==> src/rtl/instr_fetch.sv <==
// rtl/instr_fetch.sv - single-outstanding instruction fetch unit with skid buffer and branch redirect
module instr_fetch #(
  parameter logic [63:0] RESET_PC = 64'h0
) (
  input  logic        clk,
  input  logic        rst,
  output logic        imem_req_valid,
  input  logic        imem_req_ready,
  output logic [63:0] imem_addr,
  input  logic        imem_resp_valid,
  input  logic [31:0] imem_resp_data,
  input  logic        branch_taken,
  input  logic [63:0] branch_target,
  input  logic        stall,
  output logic        instr_valid,
  output logic [31:0] instr_out,
  output logic [63:0] instr_pc,
  output logic [6:0]  opcode_out,
  output logic [2:0]  funct3_out,
  output logic [6:0]  funct7_out
);

  typedef enum logic [1:0] {
    S_REQ  = 2'd0,
    S_WAIT = 2'd1,
    S_HOLD = 2'd2
  } state_t;

  state_t      state, state_n;
  logic [63:0] pc, pc_n;
  logic        drop_resp, drop_resp_n;
  logic        instr_valid_n;
  logic [31:0] instr_out_n;
  logic [63:0] instr_pc_n;
  logic [31:0] skid_data, skid_data_n;
  logic [63:0] skid_pc, skid_pc_n;
  logic [63:0] target_aligned;
  logic        out_free;

  assign target_aligned = branch_target & ~64'h3;
  // The output register can take new data if empty or being consumed this cycle.
  assign out_free       = !instr_valid || !stall;

  assign imem_addr  = pc;
  assign opcode_out = instr_out[6:0];
  assign funct3_out = instr_out[14:12];
  assign funct7_out = instr_out[31:25];

  always_ff @(posedge clk) begin
    if (rst) begin
      state <= S_REQ;
    end else begin
      state <= state_n;
    end
  end

  always_comb begin
    state_n        = state;
    pc_n           = pc;
    drop_resp_n    = drop_resp;
    instr_valid_n  = instr_valid;
    instr_out_n    = instr_out;
    instr_pc_n     = instr_pc;
    skid_data_n    = skid_data;
    skid_pc_n      = skid_pc;
    imem_req_valid = 1'b0;

    if (instr_valid && !stall) begin
      instr_valid_n = 1'b0;
    end

    case (state)
      S_REQ: begin
        imem_req_valid = 1'b1;
        if (imem_req_ready) begin
          state_n = S_WAIT;
        end
      end
      S_WAIT: begin
        if (imem_resp_valid) begin
          if (drop_resp) begin
            drop_resp_n = 1'b0;
            state_n     = S_REQ;
          end else if (out_free) begin
            instr_out_n   = imem_resp_data;
            instr_pc_n    = pc;
            instr_valid_n = 1'b1;
            pc_n          = pc + 64'd4;
            state_n       = S_REQ;
          end else begin
            skid_data_n = imem_resp_data;
            skid_pc_n   = pc;
            pc_n        = pc + 64'd4;
            state_n     = S_HOLD;
          end
        end
      end
      S_HOLD: begin
        if (!stall) begin
          instr_out_n   = skid_data;
          instr_pc_n    = skid_pc;
          instr_valid_n = 1'b1;
          state_n       = S_REQ;
        end
      end
      default: begin
        state_n = S_REQ;
      end
    endcase

    // Redirect overrides everything; an accepted-but-unanswered request must have its response dropped.
    if (branch_taken) begin
      pc_n          = target_aligned;
      instr_valid_n = 1'b0;
      instr_out_n   = 32'h0;
      instr_pc_n    = 64'h0;
      skid_data_n   = 32'h0;
      skid_pc_n     = 64'h0;
      case (state)
        S_REQ: begin
          state_n     = imem_req_ready ? S_WAIT : S_REQ;
          drop_resp_n = imem_req_ready;
        end
        S_WAIT: begin
          state_n     = imem_resp_valid ? S_REQ : S_WAIT;
          drop_resp_n = !imem_resp_valid;
        end
        default: begin
          state_n     = S_REQ;
          drop_resp_n = 1'b0;
        end
      endcase
    end
  end

  always_ff @(posedge clk) begin
    if (rst) begin
      pc          <= RESET_PC;
      drop_resp   <= 1'b0;
      instr_valid <= 1'b0;
      instr_out   <= 32'h0;
      instr_pc    <= 64'h0;
      skid_data   <= 32'h0;
      skid_pc     <= 64'h0;
    end else begin
      pc          <= pc_n;
      drop_resp   <= drop_resp_n;
      instr_valid <= instr_valid_n;
      instr_out   <= instr_out_n;
      instr_pc    <= instr_pc_n;
      skid_data   <= skid_data_n;
      skid_pc     <= skid_pc_n;
    end
  end

endmodule

==> config.mk <==
export PLATFORM = sky130hd
export DESIGN_NAME = instr_fetch
export DESIGN_NICKNAME = d
export VERILOG_FILES = /design/src/rtl/instr_fetch.sv
export SDC_FILE = /design/constraint.sdc
export NUM_CORES = 1
export LEC_CHECK = 0
export CORE_ASPECT_RATIO = 0.7
export CORE_MARGIN = 2
export CORE_UTILIZATION = 55
export DETAILED_ROUTE_END_ITERATION = 10
export DONT_BUFFER_PORTS = 1
export GPL_TIMING_DRIVEN = 0
export PLACE_DENSITY = 0.82
export RECOVER_POWER = 25
export SLEW_MARGIN = 40
export SYNTH_ARGS = -nofsm -noshare
export SYNTH_HDL_FRONTEND = slang
export SYNTH_SLANG_ARGS = --single-unit
==> constraint.sdc <==
create_clock -name clk -period 3.7 [get_ports clk]
set_input_delay 0.555 -clock clk [delete_from_list [all_inputs] [get_ports clk]]
set_output_delay 0.555 -clock clk [all_outputs]
set_load 0.005 [all_outputs]
==> impl_metrics.ini <==
[cts]
cts_buffers = 26
cts.sinks = 254
ctsResizeCount = 0
cts_tree = yes
ctsHtreeMaxLevel = 1
hold_buffers = 0
clock_latency_ps = 540
clk_pin_slew_ps = 70
cts_setup_buffers = 0
root_buffer = clkbuf_16
max-clock-path-buffers = 3

[timing]
worst_hold_slack_ps = 149
fmax_ghz = 0.299
setup_viol = 0
fin_setup_tns_ps = 0
min_period_ps = 3340
rsz0062_at_grt = false
timing.final.ws_setup_ps = 359
fin_skew_ps = 9.68
drv_slew = 0
worstMarginPinSlew_ps = 793
period_share = 0.903
finalHoldViolCount = 0
relSlewSlack = 0.470

[drt]
routed_wl_mm = 35.9
wl_per_cell_um = 21.1
drc = 0
drt_iter0_drc = 1035
via_per_inst = 6.14
ant_nets = 0
drt_first_pass_iters = 5
vias = 10500

[worst_setup_path]
r2r_slack_ps = 360
rr_worst_depth = 7
max_stage_delay_ps = 730
rr_startpoint = imem_addr[12]$_SDFFE_PP0P_
critPathSlowestCell = nor2_1
required_ps = 4130
worst-path-buf-inv = 2
critPathCaptureType = register
path_class = register to register
startpoint_type = register
cp_top_family = simple AND/OR/NAND/NOR gates
r2r-end = imem_addr[39]$_SDFFE_PP0P_
cp_data_arrival_time_ps = 3780
path_max_fanout = 10
cp_cell_sequence = clkbuf_1 > nand4_1 > nor2_1 > nand4_1 > clkbuf_1 > or3_1 > a311oi_1

[synthesis]
yosysWarnings = 0
avgSynthCellArea_sq_um = 8.33
synth-simple-area-share = 0.215
yosysTopAreaCellShare = 0.443
async_flop_share = 0
syn_area_sq_mm = 0.0115
ys.flop_type = dfxtp_1
synth-compound-area-share = 0.173
synthXorXnorAreaFrac = 0.0183
ys_types = 57
synthTopCellsByArea = dfxtp_1 (44%), mux2i_1 (8.6%), nand2_1 (7.9%)
synth_cells = 1379
synth_top_cell_by_area = dfxtp_1
synthMuxAreaShare = 0.0863
synth-edff-count = 0
synth_top_family_by_area = simple AND/OR/NAND/NOR gates
synthAdderAreaFrac = 0.00545
yosys_register_bits = 254
ys_seq_area_frac = 0.443

[floorplan]
ios = 281
row_count = 44
die_h_um = 125
dieArea_sq_mm = 0.0221
start_util = 0.558
die_x_um = 177
core-area_sq_mm = 0.0206

[outcome]
status = finished clean

[job]
cap_violations = 0

[power_and_ir_drop]
internal-power_mw = 4.62
power.switching_mw = 1.57
power_density_mw_per_mm2 = 485
pwr-share-seq = 0.481
switching_share = 0.253
combPwrFrac = 0.079
ir_drop_v = 0.000364
clkPwrFrac = 0.441
p_leak_nw = 3.95

[placed_design]
dp.cells = 1659
io_buffers = 0
dp_slack_ps = 491
gp_congestion = 0.910
dp_hpwl_mm = 26.3

[cells_and_area]
final_layout_size_suffix_gt1_frac = 0.0573
nets = 1518
area_delta_synth_final_pct = 11.3
final_cell_mix = dfxtp_1 (254), nand2_1 (241), nor2_1 (157)
final_util = 0.620
nFillCells = 1780
fin_cells = 1706
mostFrequentLayoutCell = dfxtp_1
num_antenna_cells = 0

[grt]
grt_pass1_vias = 9714
grt_max_degree = 15
globalRouteTotalUtil = 0.314
grt_pass1_wl_mm = 54.8
gr-total-overflow = 0
antenna_found_initial = 0

[min_path]
min_from = branch_target[36]
holdPathStages = 1
hold_path.class = input port to register
holdPathEnd = imem_addr[36]$_SDFFE_PP0P_
[logic make-up (layout without fill, tap and decap cells)]
kind of cell	after synthesis	in the layout
flip-flops	254	254
buffers and inverters	153	201
AO/OA/AOI/OAI	292	292
XOR/XNOR	24	24
other	1	4
AND/OR/NAND/NOR	551	551
multiplexers	99	99
adder cells (fa/ha/maj)	5	5
[worst max path at each step]
stage          cells past startpoint  slack, ps                         end                  startpoint
5_1_grt                            7        170  imem_addr[39]$_SDFFE_PP0P_  imem_addr[12]$_SDFFE_PP0P_
3_5_place_dp                       9        490  imem_addr[39]$_SDFFE_PP0P_       state[1]$_SDFFE_PP0P_
6_report                           7        360  imem_addr[39]$_SDFFE_PP0P_  imem_addr[12]$_SDFFE_PP0P_
3_3_place_gp                       8       -380   instr_pc[39]$_SDFFE_PP0P_       state[0]$_SDFFE_PP0P_
2_1_floorplan                     10       1090  imem_addr[54]$_SDFFE_PP0P_       state[1]$_SDFFE_PP0P_
4_1_cts                            9        450  imem_addr[39]$_SDFFE_PP0P_       state[1]$_SDFFE_PP0P_
[cell type report]
type                    instances  area, sq um  area share
multi-input cells             975         5770       0.451
flip-flops and latches        254         5080       0.398
clock buffers                  36          749      0.0587
plain buffers                 138          626      0.0490
well taps                     276          345      0.0270
clock inverters                11          138      0.0108
inverters                      15         56.3     0.00441
repair buffers                  1         7.51    0.000588
[state kept, by name, indices dropped and copies added (netlist names)]
name,flops
drop_resp,1
instr_out,32
instr_valid,1
instr_pc,62
state,2
skid_data,32
imem_addr,62
skid_pc,62
[per-stage QoR]
step	total power [mW]	cell area, sq um
after floorplan	3.34	11500
after global placement	3.49	11800
after detailed placement	3.51	11900
after CTS	6.22	12800
after global routing	6.40	12800
final	6.19	12800
[Yosys cell counts, types with 6 or more instances]
master,number
dfxtp_1,254
nor3_1,10
or3_1,14
nand4_1,26
a2111oi_0,6
and4_1,7
nand3_1,23
buf_4,21
a211oi_1,113
xnor2_1,12
o21ai_0,14
buf_1,7
nor4_1,15
and3_1,16
nand2_1,241
nor2b_1,6
a311oi_1,15
xor2_1,12
mux2i_1,99
nor2_1,157
o31ai_1,7
a21oi_1,103
clkbuf_1,103
or4_1,16
inv_1,14
and2_1,7
[per-layer routing]
layer / GRT usage / part of all wire
met4: 0.103 / 0.033
met1: 0.427 / 0.42
met5: 0 / 0
met2: 0.460 / 0.42
met3: 0.113 / 0.13
[worst register-to-register path, stage by stage, from the launching register on]
cell	delay, ps
dfxtp_1	410
clkbuf_1	360
nand4_1	370
nor2_1	730
nand4_1	410
clkbuf_1	330
or3_1	360
a311oi_1	290
[power groups by stage]
stage                     clock (mW)  sequential [mW]  combinational, mW
after global routing            2.87             2.99              0.543
after detailed placement           0             3.03              0.478
after floorplan                    0             2.98              0.358
after CTS                       2.76             2.97              0.481
after global placement             0             3.03              0.459
final                           2.73             2.98              0.489
Power figures use the tool's default switching activity.
